**config.mk**
```make
export PLATFORM = sky130hd
export DESIGN_NAME = lbdr_dr_flat
export DESIGN_NICKNAME = d
export VERILOG_FILES = /design/src/rtl/lbdr_dr_pkg.sv /design/src/rtl/lbdr_dr_if.sv /design/src/rtl/lbdr_dr_route_calc.sv /design/src/rtl/lbdr_dr.sv /design/src/flat_wrapper.sv
export SDC_FILE = /design/constraint.sdc
export NUM_CORES = 1
export LEC_CHECK = 0
export ABC_AREA = 1
export CORE_MARGIN = 2
export CORE_UTILIZATION = 45
export DETAILED_ROUTE_END_ITERATION = 12
export GPL_ROUTABILITY_DRIVEN = 0
export PLACE_DENSITY = 0.69
export SLEW_MARGIN = 20
export SYNTH_ARGS = -nofsm -noshare
export SYNTH_HDL_FRONTEND = slang
export SYNTH_SLANG_ARGS = --single-unit
```
**constraint.sdc**
```tcl
create_clock -name clk -period 3 [get_ports clk]
set_clock_uncertainty 0.2 [all_clocks]
set_input_delay 0.9 -clock clk [delete_from_list [all_inputs] [get_ports clk]]
set_output_delay 0.9 -clock clk [all_outputs]
set_load 0.1 [all_outputs]
```
**src/rtl/lbdr_dr_pkg.sv**
```systemverilog
// lbdr_dr_pkg: flit codes, port/state enums and config struct for the LBDR routing unit
package lbdr_pkg;
  localparam logic [2:0] HEADER  = 3'b001;
  localparam logic [2:0] PAYLOAD = 3'b010;
  localparam logic [2:0] TAIL    = 3'b100;
  localparam int ADDR_MAX = 16;
  typedef enum logic [1:0] {N = 2'd0, E = 2'd1, W = 2'd2, S = 2'd3} port_e;
  typedef enum logic {IDLE, BUSY} state_e;
  typedef struct packed {
    logic [7:0]          rxy;
    logic [3:0]          cx;
    logic [ADDR_MAX-1:0] cur_addr;
    logic [7:0]          dr;
  } cfg_t;
endpackage

```
**src/rtl/lbdr_dr_if.sv**
```systemverilog
// lbdr_dr_if: config, flit and port-select bundle of one LBDR router input port
interface lbdr_dr_if #(parameter int X_W = 2, parameter int Y_W = 2);
  logic               cfg_we;
  logic [7:0]         cfg_rxy;
  logic [3:0]         cfg_cx;
  logic [X_W+Y_W-1:0] cfg_cur_addr;
  logic [7:0]         cfg_dr;
  logic               valid;
  logic [2:0]         flit_id;
  logic [X_W+Y_W-1:0] dst_addr;
  logic               Nport, Eport, Wport, Sport, Lport;
  logic               busy, err_proto, err_unroute;
  modport master (output cfg_we, cfg_rxy, cfg_cx, cfg_cur_addr, cfg_dr, valid, flit_id, dst_addr,
                  input Nport, Eport, Wport, Sport, Lport, busy, err_proto, err_unroute);
  modport slave  (input cfg_we, cfg_rxy, cfg_cx, cfg_cur_addr, cfg_dr, valid, flit_id, dst_addr,
                  output Nport, Eport, Wport, Sport, Lport, busy, err_proto, err_unroute);
endinterface

```
**src/rtl/lbdr_dr_route_calc.sv**
```systemverilog
// lbdr_route_calc: combinational LBDR minimal routing with optional deroute fallback (LBDR_DEROUTE_EN)
module lbdr_route_calc
  import lbdr_pkg::*;
#(
  parameter int X_W = 2,
  parameter int Y_W = 2
) (
  input  cfg_t               cfg,
  input  logic [X_W+Y_W-1:0] dst_addr,
  output logic [4:0]         ports,
  output logic               unroute
);
  logic [X_W-1:0] x_d, x_c;
  logic [Y_W-1:0] y_d, y_c;
  logic n1, e1, w1, s1, loc, der;
  logic [3:0] mn, dsel;
  assign x_d = dst_addr[X_W-1:0];
  assign y_d = dst_addr[X_W+Y_W-1:X_W];
  assign x_c = cfg.cur_addr[X_W-1:0];
  assign y_c = cfg.cur_addr[X_W+Y_W-1:X_W];
  assign n1 = y_d < y_c;
  assign s1 = y_c < y_d;
  assign e1 = x_c < x_d;
  assign w1 = x_d < x_c;
  // upper config address bits are always zero, so full-width equality is the local test
  assign loc = ADDR_MAX'(dst_addr) == cfg.cur_addr;
  assign mn[N] = ((n1 & ~e1 & ~w1) | (n1 & e1 & cfg.rxy[0]) | (n1 & w1 & cfg.rxy[1])) & cfg.cx[0];
  assign mn[E] = ((e1 & ~n1 & ~s1) | (e1 & n1 & cfg.rxy[2]) | (e1 & s1 & cfg.rxy[3])) & cfg.cx[1];
  assign mn[W] = ((w1 & ~n1 & ~s1) | (w1 & n1 & cfg.rxy[4]) | (w1 & s1 & cfg.rxy[5])) & cfg.cx[2];
  assign mn[S] = ((s1 & ~e1 & ~w1) | (s1 & e1 & cfg.rxy[6]) | (s1 & w1 & cfg.rxy[7])) & cfg.cx[3];
`ifdef LBDR_DEROUTE_EN
  port_e      prim;
  logic [1:0] dp;
  assign prim = n1 ? N : e1 ? E : w1 ? W : S;
  assign dp   = cfg.dr[{prim, 1'b0} +: 2];
  assign der  = cfg.cx[dp];
  assign dsel = 4'b0001 << dp;
`else
  logic unused_dr;
  assign unused_dr = ^cfg.dr;
  assign der  = 1'b0;
  assign dsel = 4'b0000;
`endif
  assign ports   = loc ? 5'b10000 : |mn ? {1'b0, mn} : der ? {1'b0, dsel} : 5'b00000;
  assign unroute = ~loc & ~|mn & ~der;
endmodule

```
**src/rtl/lbdr_dr.sv**
```systemverilog
// lbdr_dr: per-input-port LBDR router with packet FSM and shadow config; LBDR_DEROUTE_EN enables deroute fallback
module lbdr_dr
  import lbdr_pkg::*;
#(
  parameter int          X_W          = 2,
  parameter int          Y_W          = 2,
  parameter logic [7:0]  RXY_RST      = 8'd60,
  parameter logic [3:0]  CX_RST       = 4'd15,
  parameter int          CUR_ADDR_RST = 5,
  parameter logic [7:0]  DR_RST       = 8'd0
) (
  input logic       clk,
  input logic       rst,
  lbdr_dr_if.slave  bus
);
  localparam cfg_t CFG_RST = '{rxy: RXY_RST, cx: CX_RST, cur_addr: ADDR_MAX'(CUR_ADDR_RST), dr: DR_RST};
  state_e     state;
  cfg_t       shadow, active, cfg_sel;
  logic [4:0] ports, calc_ports;
  logic       unroute, err_proto, err_unroute, hdr, pay, tl;
  assign hdr = bus.valid && bus.flit_id == HEADER;
  assign pay = bus.valid && bus.flit_id == PAYLOAD;
  assign tl  = bus.valid && bus.flit_id == TAIL;
  // a header in IDLE routes with the freshly loaded shadow; a re-route in BUSY keeps the packet's config
  assign cfg_sel = state == IDLE ? shadow : active;
  lbdr_route_calc #(.X_W(X_W), .Y_W(Y_W)) u_calc (
    .cfg(cfg_sel), .dst_addr(bus.dst_addr), .ports(calc_ports), .unroute(unroute)
  );
  // packet FSM, shadow config load and error flags
  always_ff @(posedge clk or negedge rst)
    if (!rst) begin
      state       <= IDLE;
      ports       <= '0;
      err_proto   <= 1'b0;
      err_unroute <= 1'b0;
      shadow      <= CFG_RST;
      active      <= CFG_RST;
    end else begin
      err_unroute <= 1'b0;
      if (bus.cfg_we) shadow <= '{rxy: bus.cfg_rxy, cx: bus.cfg_cx, cur_addr: ADDR_MAX'(bus.cfg_cur_addr), dr: bus.cfg_dr};
      if (state == IDLE) begin
        if (hdr) begin
          active      <= shadow;
          ports       <= calc_ports;
          err_unroute <= unroute;
          state       <= unroute ? IDLE : BUSY;
        end else if (pay || tl) err_proto <= 1'b1;
      end else begin
        if (hdr) begin
          err_proto   <= 1'b1;
          ports       <= calc_ports;
          err_unroute <= unroute;
        end else if (tl) begin
          ports <= '0;
          state <= IDLE;
        end
      end
    end
  assign bus.Nport       = ports[N];
  assign bus.Eport       = ports[E];
  assign bus.Wport       = ports[W];
  assign bus.Sport       = ports[S];
  assign bus.Lport       = ports[4];
  assign bus.busy        = state == BUSY;
  assign bus.err_proto   = err_proto;
  assign bus.err_unroute = err_unroute;
endmodule

```
**src/flat_wrapper.sv**
```systemverilog
// flat-port wrapper written by rule: the top's interface ports become plain ports
module lbdr_dr_flat import lbdr_pkg::*;
#(
  parameter int          X_W          = 2,
  parameter int          Y_W          = 2,
  parameter logic [7:0]  RXY_RST      = 8'd60,
  parameter logic [3:0]  CX_RST       = 4'd15,
  parameter int          CUR_ADDR_RST = 5,
  parameter logic [7:0]  DR_RST       = 8'd0
)
  (clk, rst, bus_cfg_we, bus_cfg_rxy, bus_cfg_cx, bus_cfg_cur_addr, bus_cfg_dr, bus_valid, bus_flit_id, bus_dst_addr, bus_Nport, bus_Eport, bus_Wport, bus_Sport, bus_Lport, bus_busy, bus_err_proto, bus_err_unroute);
  lbdr_dr_if #(.X_W(X_W), .Y_W(Y_W)) bus_i ();
  input logic clk;
  input logic rst;
  input wire logic [$bits(bus_i.cfg_we)-1:0] bus_cfg_we;
  input wire logic [$bits(bus_i.cfg_rxy)-1:0] bus_cfg_rxy;
  input wire logic [$bits(bus_i.cfg_cx)-1:0] bus_cfg_cx;
  input wire logic [$bits(bus_i.cfg_cur_addr)-1:0] bus_cfg_cur_addr;
  input wire logic [$bits(bus_i.cfg_dr)-1:0] bus_cfg_dr;
  input wire logic [$bits(bus_i.valid)-1:0] bus_valid;
  input wire logic [$bits(bus_i.flit_id)-1:0] bus_flit_id;
  input wire logic [$bits(bus_i.dst_addr)-1:0] bus_dst_addr;
  output wire logic [$bits(bus_i.Nport)-1:0] bus_Nport;
  output wire logic [$bits(bus_i.Eport)-1:0] bus_Eport;
  output wire logic [$bits(bus_i.Wport)-1:0] bus_Wport;
  output wire logic [$bits(bus_i.Sport)-1:0] bus_Sport;
  output wire logic [$bits(bus_i.Lport)-1:0] bus_Lport;
  output wire logic [$bits(bus_i.busy)-1:0] bus_busy;
  output wire logic [$bits(bus_i.err_proto)-1:0] bus_err_proto;
  output wire logic [$bits(bus_i.err_unroute)-1:0] bus_err_unroute;
  assign bus_i.cfg_we = bus_cfg_we;
  assign bus_i.cfg_rxy = bus_cfg_rxy;
  assign bus_i.cfg_cx = bus_cfg_cx;
  assign bus_i.cfg_cur_addr = bus_cfg_cur_addr;
  assign bus_i.cfg_dr = bus_cfg_dr;
  assign bus_i.valid = bus_valid;
  assign bus_i.flit_id = bus_flit_id;
  assign bus_i.dst_addr = bus_dst_addr;
  assign bus_Nport = bus_i.Nport;
  assign bus_Eport = bus_i.Eport;
  assign bus_Wport = bus_i.Wport;
  assign bus_Sport = bus_i.Sport;
  assign bus_Lport = bus_i.Lport;
  assign bus_busy = bus_i.busy;
  assign bus_err_proto = bus_i.err_proto;
  assign bus_err_unroute = bus_i.err_unroute;
  lbdr_dr #(.X_W(X_W), .Y_W(Y_W), .RXY_RST(RXY_RST), .CX_RST(CX_RST), .CUR_ADDR_RST(CUR_ADDR_RST), .DR_RST(DR_RST)) u_core (.clk(clk), .rst(rst), .bus(bus_i));
endmodule
```
==> flow_summary.ini <==
[drt]
top_layer_used = met4
vias = 1643
drt-wirelength-per-cell_um = 11.8
wl_met3_um = 175
ant_nets = 0
drtIter0Drc = 84
drtPass1Iterations = 4
vias_per_cell = 4.79
met2_length_mm = 1.87
post-route-drc-count = 0
wirelength_mm = 4.05
wl_met1_mm = 1.93

[sta]
drv_slew = 0
relSlewSlack_pct = 42.1
worstMarginPinSlew_ns = 0.869
hold_violations = 0
max_freq_ghz = 0.400
period_minus_slack_ns = 2.50
rsz0062_at_grt = false
finalCritPeriodShare_pct = 83.3
setup_viol = 0
setup_tns_ns = 0

[pwr]
seqPwrFrac_pct = 38.5
leakage_nw = 1.23
p_switching_uw = 885
swShare_pct = 41.7
p_comb_share_pct = 43.0
intPower_mw = 1.24
peakVddDrop_mv = 0.351
power_frac_clock_pct = 18.6
powerDensity_mw_per_mm2 = 842

[global_routing]
grt_first_pass_wirelength_mm = 6.96
antenna_found_initial = 0
grt_start_max_net_pins = 41
grt_pass1_vias = 1598
gr-total-overflow = 0
grt_usage_pct = 17.5

[clock_tree]
cts_buffers = 5
ctsHoldBuffers = 0
cts_tree = built
cts_root_buffer = clkbuf_8
cts.path.max_buffers = 2
cts_resized = 0
worst_skew_pair.late_latency_ns = 0.29
htree_levels = 2
cts_sinks = 40
postCtsSetupBuffers = 0
clk_pin_slew_ns = 0.07

[run_status]
status = finished, final reports clean

[setup_path]
crit_type = in -> reg
arrival_ns = 2.49
path_max_fanout = 3
crit_required_ns = 2.99
crit_path_start_kind = primary input
end_kind = flip-flop

[logic_synthesis]
synth_cell_types = 21
avgSynthCellArea_um2 = 8.04
muxShareOfSynthArea_pct = 1.66
ys_seq_area_share_pct = 50.4
synthAdderAreaFrac_pct = 4.31
synth_top_family_by_area = simple AND/OR/NAND/NOR gates
synthesis.area_mm2 = 0.00203
synth_area_leaders = dfstp_2, dfrtp_1, nand2_1, o21ai_0, inv_1
yosysTopAreaCellShare_pct = 25.8
ys_seq_elements = 40
yosysWarnings = 0
synth-xor-area-share_pct = 0
synth_cells = 253
syn-num-nets = 295
yosys.area.top_type = dfstp_2
yosys.area_share.simple_pct = 21.7
synth_compound_area_share_pct = 12.4

[flow_run]
cap_violations = 0

[floorplanning]
start_util_pct = 46.7
pin_count = 43
dieArea_mm2 = 0.00508
chipWidth_um = 71.2
die_h_um = 71.2
fp-row-count = 24
core_mm2 = 0.00435

[place]
place_inst = 335
io_buffers = 34
dp_hpwl_mm = 2.89

[finish]
synthToLayoutAreaGrowth_pct = 23.9
nNetsFinal = 332
drive_gt1_share_pct = 17.9
num_antenna_cells = 0
final_cell_count_no_fill = 343

[min_path]
hold_class = reg -> reg
-- worst max-delay path, stage by stage --
cell	delay, ns
clkdlybuf4s50_1	0.40
ha_1	0.33
a21oi_1	0.29
nand2_1	0.10
nand3_1	0.13
nand2_1	0.06
nor2_1	0.08
nand2_1	0.08
nand2_1	0.06
nand2_1	0.05
-- worst paths after layout --
path                       slack (ns)  cells past startpoint                    to                 start
max                              0.50                     10       u_core.bus.busy       bus_dst_addr[1]
min                              0.29                      1  u_core.bus.err_proto  u_core.bus.err_proto
max reg2reg                      0.71                     10       u_core.bus.busy       u_core.bus.busy
min reg2reg                      0.29                      1  u_core.bus.err_proto  u_core.bus.err_proto
max in group asynchronous        1.54                      1     u_core.active[34]                   rst
min in group asynchronous        0.52                      1     u_core.shadow[11]                   rst
-- logic make-up (layout without fill, tap and decap cells) --
kind of cell / count (synthesis) / count (layout)
flip-flops: 40 / 40
buffers and inverters: 45 / 83
AO/OA/AOI/OAI: 48 / 48
AND/OR/NAND/NOR: 110 / 110
adder cells (fa/ha/maj): 7 / 7
multiplexers: 3 / 3
-- synth_stat cells --
library cell,number
inv_2,1
nand3_2,1
buf_6,1
a21oi_1,12
nor2_1,22
nand3_1,6
nand2_4,1
dfstp_2,20
o211ai_1,1
o21ai_1,4
inv_1,35
nand2_1,77
o21bai_1,1
buf_12,1
a21oi_2,2
mux2_2,3
ha_1,7
o21ai_0,28
nor2_2,3
dfrtp_1,20
clkbuf_1,7
-- cell usage in the layout (no fill, tap or decap) --
master / n
nand2_1: 77
inv_1: 35
o21ai_0: 28
clkdlybuf4s50_1: 25
nor2_1: 22
dfstp_2: 20
dfrtp_1: 20
a21oi_1: 12
buf_4: 11
ha_1: 7
clkbuf_8: 7
nand3_1: 6
o21ai_1: 4
nor2_2: 3
mux2_2: 3
a21oi_2: 2
buf_12: 2
nand3_2: 1
inv_2: 1
nand2_4: 1
o21bai_1: 1
o211ai_1: 1
clkbuf_1: 1
buf_2: 1
-- power groups by stage --
stage               logic [mW]  clock network [mW]  registers, mW
floorplan                0.488                   0           1.03
global placement         0.899                   0          0.823
detailed placement       0.914                   0          0.830
CTS                      0.918               0.405          0.819
global route              1.02               0.429          0.837
finish                   0.912               0.394          0.817
-- sequential cells by signal (all words and copies together) (netlist names) --
register,flops
u_core.bus.err_unroute,1
u_core.shadow,16
u_core.bus.busy,1
u_core.active,16
u_core.bus.err_proto,1
u_core.ports,5
-- area by class of cell --
cell class / instances / area, um2
Fill cell: 393 / 1830
Sequential cell: 40 / 1030
Multi-Input combinational cell: 168 / 816
Timing Repair Buffer: 39 / 378
Inverter: 36 / 135
Clock buffer: 8 / 100
Tap cell: 52 / 65.1
-- per-layer routing --
layer,vias to the layer above,GRT usage (%)
met5,-,0
met4,0,6.92
met3,8,3.94
met2,33,28.8
met1,742,22.4
li1,860,-
-- through the flow --
step	area (um2)	power (mW)	setup WS, ns	hold slack [ns]	util, %
finish	2520	2.12	0.501	0.285	57.9
detailed placement	2420	1.74	0.248	0.273	55.6
floorplan	2030	1.52	0.0780	0.250	-
global placement	2420	1.72	0.244	0.263	55.6
global route	2520	2.29	0.385	0.302	57.9
CTS	2520	2.14	0.492	0.287	57.9
Note: power is estimated with default switching activity, not from simulation.
